$ cat config.mk
export PLATFORM = sky130hd
export DESIGN_NAME = match_sequencer
export DESIGN_NICKNAME = d
export VERILOG_FILES = /design/src/rtl/match_sequencer_pkg.sv /design/src/rtl/match_sequencer_tick_countdown.sv /design/src/rtl/match_sequencer.sv
export SDC_FILE = /design/constraint.sdc
export NUM_CORES = 1
export LEC_CHECK = 0
export CAP_MARGIN = 0
export CORE_MARGIN = 4
export CORE_UTILIZATION = 47
export CTS_CLUSTER_SIZE = 24
export DETAILED_ROUTE_END_ITERATION = 6
export PLACE_DENSITY = 0.8
export SLEW_MARGIN = 40
export SYNTH_ARGS = -nofsm -noshare
export SYNTH_HDL_FRONTEND = slang
export SYNTH_SLANG_ARGS = --single-unit
$ cat constraint.sdc
create_clock -name clk -period 2 [get_ports clk]
set_input_delay 0.4 -clock clk [delete_from_list [all_inputs] [get_ports clk]]
set_output_delay 0.4 -clock clk [all_outputs]
set_load 0.02 [all_outputs]
$ cat src/rtl/match_sequencer_pkg.sv
// match_sequencer_pkg
// Shared constants for the pong match controller: FSM state encodings,
// winner codes, serve direction values, default match timing and a
// saturating score increment helper.
// Optional feature macro used by importers: MATCH_PAUSE_EN (adds PAUSED).
package match_sequencer_pkg;

  // FSM state encodings. These values are visible on state_o.
  localparam logic [2:0] ST_IDLE   = 3'd0;
  localparam logic [2:0] ST_SERVE  = 3'd1;
  localparam logic [2:0] ST_PLAY   = 3'd2;
  localparam logic [2:0] ST_POINT  = 3'd3;
  localparam logic [2:0] ST_OVER   = 3'd4;
  localparam logic [2:0] ST_PAUSED = 3'd5;

  // Winner codes.
  localparam logic [1:0] WIN_NONE  = 2'b00;
  localparam logic [1:0] WIN_LEFT  = 2'b01;
  localparam logic [1:0] WIN_RIGHT = 2'b10;

  // Serve direction: which player the ball travels toward.
  localparam logic DIR_LEFT  = 1'b0;
  localparam logic DIR_RIGHT = 1'b1;

  // Default match timing, in game ticks.
  localparam int DEF_WIN_SCORE   = 9;
  localparam int DEF_SERVE_TICKS = 60;
  localparam int DEF_POINT_TICKS = 90;
  localparam int DEF_CNT_W       = 8;

  // Score increment that never passes the winning score.
  function automatic logic [3:0] sat_inc(input logic [3:0] score,
                                         input logic [3:0] limit);
    return (score >= limit) ? score : score + 4'd1;
  endfunction

endpackage

$ cat src/rtl/match_sequencer_tick_countdown.sv
// tick_countdown
// Loadable down-counter that decrements once per game tick while enabled.
// done_o is combinational and marks the tick that moves the count 1->0, so
// the owner can change state on that very clock edge.
// Ports:
//   clk, rst       clock and asynchronous active-high reset
//   en_i           counting allowed (owner is in a timed state)
//   tick_i         game-rate strobe
//   load_i         load load_value_i (takes priority over counting)
//   load_value_i   reload value
//   done_o         high in the clk whose edge takes the count 1->0
module tick_countdown
  import match_sequencer_pkg::*;
#(
  parameter int CNT_W = DEF_CNT_W
) (
  input  logic             clk,
  input  logic             rst,
  input  logic             en_i,
  input  logic             tick_i,
  input  logic             load_i,
  input  logic [CNT_W-1:0] load_value_i,
  output logic             done_o
);

  logic [CNT_W-1:0] count_q;
  logic [CNT_W-1:0] count_d;

  assign done_o = en_i && tick_i && (count_q == CNT_W'(1));

  // Next count: a load wins over a decrement; the count parks at zero.
  always_comb begin
    count_d = count_q;
    if (load_i) begin
      count_d = load_value_i;
    end else if (en_i && tick_i && (count_q != '0)) begin
      count_d = count_q - CNT_W'(1);
    end
  end

  // Count register.
  always_ff @(posedge clk or posedge rst) begin
    if (rst) begin
      count_q <= '0;
    end else begin
      count_q <= count_d;
    end
  end

endmodule

$ cat src/rtl/match_sequencer.sv
// match_sequencer
// Match-level controller for the pong datapath: gates ball/pad updates,
// issues serves with a direction, keeps both scores and declares a winner.
// Optional feature: define MATCH_PAUSE_EN to add the pause input and the
// PAUSED state (toggled by rising edges of pause while playing).
// Ports:
//   clk, rst                 clock, asynchronous active-high reset
//   tick                     one-clk game-rate strobe
//   start                    level; starts a match (rising edge in OVER)
//   miss_left, miss_right    one-clk miss pulses from the game logic
//   random                   random bit for the opening serve direction
//   pause (optional)         level; rising edges pause/resume play
//   game_run                 enable for ball/pad update
//   serve_req                one-clk serve pulse
//   serve_dir                0 toward left player, 1 toward right player
//   score_left, score_right  4-bit scores
//   winner                   00 none, 01 left, 10 right
//   state_o                  encoded FSM state
module match_sequencer
  import match_sequencer_pkg::*;
#(
  parameter int WIN_SCORE   = DEF_WIN_SCORE,
  parameter int SERVE_TICKS = DEF_SERVE_TICKS,
  parameter int POINT_TICKS = DEF_POINT_TICKS,
  parameter int CNT_W       = DEF_CNT_W
) (
  input  logic       clk,
  input  logic       rst,
  input  logic       tick,
  input  logic       start,
  input  logic       miss_left,
  input  logic       miss_right,
  input  logic       random,
`ifdef MATCH_PAUSE_EN
  input  logic       pause,
`endif
  output logic       game_run,
  output logic       serve_req,
  output logic       serve_dir,
  output logic [3:0] score_left,
  output logic [3:0] score_right,
  output logic [1:0] winner,
  output logic [2:0] state_o
);

  localparam logic [3:0]       WIN_LIMIT  = 4'(WIN_SCORE);
  localparam logic [CNT_W-1:0] SERVE_LOAD = CNT_W'(SERVE_TICKS);
  localparam logic [CNT_W-1:0] POINT_LOAD = CNT_W'(POINT_TICKS);

  logic [2:0]       state_q, state_d;
  logic             serve_dir_q, serve_dir_d;
  logic [3:0]       score_left_q, score_left_d;
  logic [3:0]       score_right_q, score_right_d;
  logic [1:0]       winner_q, winner_d;
  logic             serve_req_q, serve_req_d;
  logic             game_run_q;
  logic             start_prev_q;
  logic             start_rise;
  logic             begin_match;
  logic             cnt_en;
  logic             cnt_load;
  logic [CNT_W-1:0] cnt_load_value;
  logic             cnt_done;

  assign start_rise = start && !start_prev_q;

  // IDLE starts on the start level; OVER needs a fresh edge so a start
  // held from the previous match cannot restart it.
  assign begin_match = (state_q == ST_IDLE) ? start : start_rise;

  assign cnt_en = (state_q == ST_SERVE) || (state_q == ST_POINT);

`ifdef MATCH_PAUSE_EN
  logic pause_prev_q;
  logic pause_rise;

  assign pause_rise = pause && !pause_prev_q;

  // Previous pause level for the rising-edge detector.
  always_ff @(posedge clk or posedge rst) begin
    if (rst) begin
      pause_prev_q <= 1'b0;
    end else begin
      pause_prev_q <= pause;
    end
  end
`endif

  // Shared countdown for the SERVE and POINT holds.
  tick_countdown #(
    .CNT_W(CNT_W)
  ) u_countdown (
    .clk         (clk),
    .rst         (rst),
    .en_i        (cnt_en),
    .tick_i      (tick),
    .load_i      (cnt_load),
    .load_value_i(cnt_load_value),
    .done_o      (cnt_done)
  );

  // Match FSM: next state, scores, serve direction, winner and serve pulse.
  always_comb begin
    state_d        = state_q;
    serve_dir_d    = serve_dir_q;
    score_left_d   = score_left_q;
    score_right_d  = score_right_q;
    winner_d       = winner_q;
    serve_req_d    = 1'b0;
    cnt_load       = 1'b0;
    cnt_load_value = SERVE_LOAD;

    case (state_q)
      ST_IDLE, ST_OVER: begin
        if (begin_match) begin
          state_d       = ST_SERVE;
          score_left_d  = 4'd0;
          score_right_d = 4'd0;
          winner_d      = WIN_NONE;
          serve_dir_d   = random;
          cnt_load      = 1'b1;
        end
      end

      ST_SERVE: begin
        if (cnt_done) begin
          state_d     = ST_PLAY;
          serve_req_d = 1'b1;
        end
      end

      ST_PLAY: begin
        // The loser of a point receives the next serve; a double miss is a
        // let that hands the serve to the other side.
        if (miss_left && miss_right) begin
          serve_dir_d    = !serve_dir_q;
          state_d        = ST_POINT;
          cnt_load       = 1'b1;
          cnt_load_value = POINT_LOAD;
        end else if (miss_left) begin
          score_right_d  = sat_inc(score_right_q, WIN_LIMIT);
          serve_dir_d    = DIR_LEFT;
          state_d        = ST_POINT;
          cnt_load       = 1'b1;
          cnt_load_value = POINT_LOAD;
        end else if (miss_right) begin
          score_left_d   = sat_inc(score_left_q, WIN_LIMIT);
          serve_dir_d    = DIR_RIGHT;
          state_d        = ST_POINT;
          cnt_load       = 1'b1;
          cnt_load_value = POINT_LOAD;
        end
`ifdef MATCH_PAUSE_EN
        else if (pause_rise) begin
          state_d = ST_PAUSED;
        end
`endif
      end

      ST_POINT: begin
        if (cnt_done) begin
          if (score_left_q == WIN_LIMIT) begin
            winner_d = WIN_LEFT;
            state_d  = ST_OVER;
          end else if (score_right_q == WIN_LIMIT) begin
            winner_d = WIN_RIGHT;
            state_d  = ST_OVER;
          end else begin
            state_d  = ST_SERVE;
            cnt_load = 1'b1;
          end
        end
      end

`ifdef MATCH_PAUSE_EN
      ST_PAUSED: begin
        if (pause_rise) begin
          state_d = ST_PLAY;
        end
      end
`else
      // Unreachable without the pause feature; recover to IDLE.
      ST_PAUSED: begin
        state_d = ST_IDLE;
      end
`endif

      default: begin
        state_d = ST_IDLE;
      end
    endcase
  end

  // State and output registers. game_run follows the registered state, so it
  // rises one clk after PLAY is entered and falls one clk after leaving it.
  always_ff @(posedge clk or posedge rst) begin
    if (rst) begin
      state_q       <= ST_IDLE;
      serve_dir_q   <= DIR_LEFT;
      score_left_q  <= 4'd0;
      score_right_q <= 4'd0;
      winner_q      <= WIN_NONE;
      serve_req_q   <= 1'b0;
      game_run_q    <= 1'b0;
      start_prev_q  <= 1'b0;
    end else begin
      state_q       <= state_d;
      serve_dir_q   <= serve_dir_d;
      score_left_q  <= score_left_d;
      score_right_q <= score_right_d;
      winner_q      <= winner_d;
      serve_req_q   <= serve_req_d;
      game_run_q    <= (state_q == ST_PLAY);
      start_prev_q  <= start;
    end
  end

  assign game_run    = game_run_q;
  assign serve_req   = serve_req_q;
  assign serve_dir   = serve_dir_q;
  assign score_left  = score_left_q;
  assign score_right = score_right_q;
  assign winner      = winner_q;
  assign state_o     = state_q;

endmodule

==> impl_metrics.env <==
export IMPL_crit_path_start_kind="flop"
export IMPL_maxSlewViolCount=0
export IMPL_finalWirelength_mm=3.32
export IMPL_syn_to_final_growth_pct=28.3
export IMPL_synth_compound_area_share_pct=16.5
export IMPL_syn_nets=162
export IMPL_crit_cells=5
export IMPL_finalNonFillerCells=215
export IMPL_required_ns=2.23
export IMPL_holdWs_ns=0.409
export IMPL_synth_warnings=0
export IMPL_hold_viol=0
export IMPL_worst_slack_ns=0.0710
export IMPL_min_path_type="in -> async"
export IMPL_gr_usage_all_layers_pct=18.2
export IMPL_antenna_diode_count=0
export IMPL_synthMuxAreaShare_pct=0.792
export IMPL_numPortBuffers=22
export IMPL_cp_endpoint="u_countdown.count_q[4]$_DFFE_PP0P_"
export IMPL_multi_input_area_sq_um=758
export IMPL_critPathLaunch="u_countdown.count_q[4]$_DFFE_PP0P_"
export IMPL_grt_pass1_wl_mm=5.79
export IMPL_clock_sinks=25
export IMPL_crit_family="simple AND/OR/NAND/NOR gates"
export IMPL_worstRegToRegCells=5
export IMPL_synth_edff_count=0
export IMPL_slowest_delay_ns=0.54
export IMPL_postSynthCellCount=146
export IMPL_worstPathArrival_ns=2.15
export IMPL_numCtsBuffers=3
export IMPL_ys_flop_type="dfrtp_1"
export IMPL_endpoint_kind="flop"
export IMPL_crit_path_max_fanout=5
export IMPL_synth_distinct_cells=42
export IMPL_initialDrtViolationCount=58
export IMPL_drive_gt1_share_pct=17.4
export IMPL_num_rows=19
export IMPL_maxSlewHeadroom_pct=73.6
export IMPL_dpl_hpwl_mm=2.54
export IMPL_nNetsFinal=201
export IMPL_gp_congestion=0.904
export IMPL_power_leakage_nw=0.804
export IMPL_ys_ff_latch=25
export IMPL_ir_drop_uv=582
export IMPL_cp_num_buf_inv=0
export IMPL_cts_buffer_depth=2
export IMPL_synthXorXnorAreaFrac_pct=3.70
export IMPL_fin_util_pct=64.5
export IMPL_rsz0062_at_grt="no"
export IMPL_drtAntennaViolNets=0
export IMPL_reg2reg_slack_ns=0.07
export IMPL_place_inst=210
export IMPL_post_route_min_period_ns=1.93
export IMPL_hold_buffers=0
export IMPL_crit_path_cell_trace="or4_4 > o311a_1 > nand3_1 > xor2_1 > nand2_1"
export IMPL_r2r_start="u_countdown.count_q[4]$_DFFE_PP0P_"
export IMPL_start_util_pct=50.2
export IMPL_htreeDepth=1
export IMPL_synth_yosys_seq_area_share_pct=44.0
export IMPL_outcome="finished clean"
export IMPL_firstDrtPassIters=6
export IMPL_post_place_ws_ns=-0.00741
export IMPL_clock_latency_ns=0.32
export IMPL_synth_top_family_by_area="simple AND/OR/NAND/NOR gates"
export IMPL_vias_per_cell=5.97
export IMPL_grt_max_degree=26
export IMPL_io_pins=23
export IMPL_cts_root_buf="clkbuf_4"
export IMPL_die_area_sq_um=3970
export IMPL_async_reset_ff_share_pct=100
export IMPL_path_class="reg -> reg"
export IMPL_dieWidth_um=63.0
export IMPL_avgSynthCellArea_sq_um=9.74
export IMPL_vias=1284
export IMPL_max_freq_mhz=518
export IMPL_cts_tree="done"
export IMPL_die_h_um=63.0
export IMPL_tightest_slew_ns=0.391
export IMPL_fin_total_pwr_mw=1.98
export IMPL_routedWlPerCell_um=15.4
export IMPL_maxCapViolations=0
export IMPL_grt_pass1_vias=1287
export IMPL_r2r_end="u_countdown.count_q[4]$_DFFE_PP0P_"
export IMPL_n_fill_cell=233
export IMPL_path_clk_slew_ns=0.14
export IMPL_synth_simple_area_share_pct=23.2
export IMPL_register_area_sq_um=626
export IMPL_p_per_area_nw_per_um2=1090
export IMPL_drc_errors=0
export IMPL_setup_viol=0
export IMPL_synth_area_sq_um=1420
export IMPL_coreArea_sq_um=2830
export IMPL_antenna_found_initial=0
export IMPL_finClkSkew_ns=0.00494
export IMPL_overflow=0
export IMPL_min_period_over_period_pct=96.4
export IMPL_cp_slowest_cell="or4_4"
export IMPL_yosys_area_share_adder_pct=7.92
[flip-flops by register name, summed over array words and instances, names as in the netlist]
signal	cells
game_run	1
winner	2
start_prev_q	1
score_left	4
serve_dir	1
serve_req	1
state_o	3
score_right	4
u_countdown.count_q	8
[per-stage QoR]
step	cell area (sq um)	setup TNS, ns
finish	1820	0
global route	1820	0
CTS	1810	0
detailed placement	1780	-0.00741
global placement	1780	0
floorplan	1430	0
[how the worst min path moves through the flow]
stage / start / to / cells after the start
floorplan: rst / game_run$_DFF_PP0_ / 1
global placement: winner[0]$_DFFE_PP0P_ / winner[0]$_DFFE_PP0P_ / 2
detailed placement: serve_dir$_DFFE_PP0P_ / serve_dir$_DFFE_PP0P_ / 1
CTS: rst / score_right[1]$_DFFE_PP0P_ / 3
global route: rst / score_right[3]$_DFFE_PP0P_ / 3
finish: rst / score_right[3]$_DFFE_PP0P_ / 3
[power by group]
| group | total [mW] | switching (mW) | internal, mW |
|---|---|---|---|
| Combinational | 0.930 | 0.491 | 0.439 |
| Sequential | 0.820 | 0.170 | 0.650 |
| Clock | 0.234 | 0.159 | 0.0749 |
[synth_stat cells, types with 2 or more instances]
library cell | n | area (sq um)
a21oi_1 | 6 | 30.0
a31oi_1 | 3 | 18.8
a41oi_1 | 2 | 17.5
and3_1 | 2 | 12.5
and3b_1 | 2 | 17.5
clkbuf_1 | 2 | 7.51
dfrtp_1 | 25 | 626
ha_1 | 9 | 113
inv_1 | 11 | 41.3
nand2_1 | 11 | 41.3
nand2b_1 | 3 | 18.8
nand3_1 | 5 | 25.0
nand3b_1 | 2 | 15.0
nor2_1 | 16 | 60.1
nor2b_1 | 2 | 12.5
nor3_1 | 2 | 10.0
nor4_1 | 3 | 18.8
o21ai_0 | 8 | 40.0
o31ai_1 | 3 | 22.5
or3b_2 | 2 | 17.5
or4_4 | 2 | 22.5
xnor2_1 | 4 | 35.0
xor2_1 | 2 | 17.5
[what timing repair did]
item	in CTS	in global routing
resized for setup	0	3
buffers inserted	0	1
endpoints found under the setup margin	0	8
endpoints found under the hold margin	0	0
[area by class of cell]
type,count,area share (%)
Multi-Input combinational cell,107,41.6
Inverter,11,2.26
Tap cell,31,2.13
Timing Repair Buffer,37,18.2
Sequential cell,25,34.3
Clock buffer,3,1.23
Clock inverter,1,0.274
[worst reg2reg max path, cell delays in order (launching register included)]
cell	delay [ns]
dfrtp_1	0.46
or4_4	0.54
o311a_1	0.44
nand3_1	0.14
xor2_1	0.19
nand2_1	0.07
[cells in the final DEF (no fill, tap or decap), types with 2 or more instances in the layout]
master and count:
nor3_1 2, o21ai_0 8, xor2_1 2, nor4_1 3, clkbuf_4 3, ha_1 9, nor2b_1 2, inv_1 10
nand2b_1 3, or3b_2 2, and3_1 2, a41oi_1 2, a21oi_1 6, nand3b_1 2, dfrtp_1 25, nand3_1 5
buf_4 15, nor2_1 15, o31ai_1 3, xnor2_1 4, a31oi_1 3, nand2_1 11, or4_4 2, clkdlybuf4s50_1 22
[layer usage]
| layer | part of all wire, % | global-route usage (%) | vias up |
|---|---|---|---|
| met1 | 42 | 23.2 | 625 |
| met3 | 4.5 | 3.06 | 10 |
| met5 | 0 | 0 | - |
| met2 | 52 | 31.1 | 47 |
| li1 | - | - | 602 |
| met4 | 1.8 | 5.79 | 0 |
[cell families (layout without fill, tap and decap cells)]
family,count (synthesis),after routing
and+or+nand+nor,57,57
muxes,1,1
xor gates and xnor gates,6,6
DFF,25,25
buffers and inverters,14,52
adders and majority gates,9,9
AOI/OAI and AO/OA,34,34
Power figures use the tool's default switching activity.
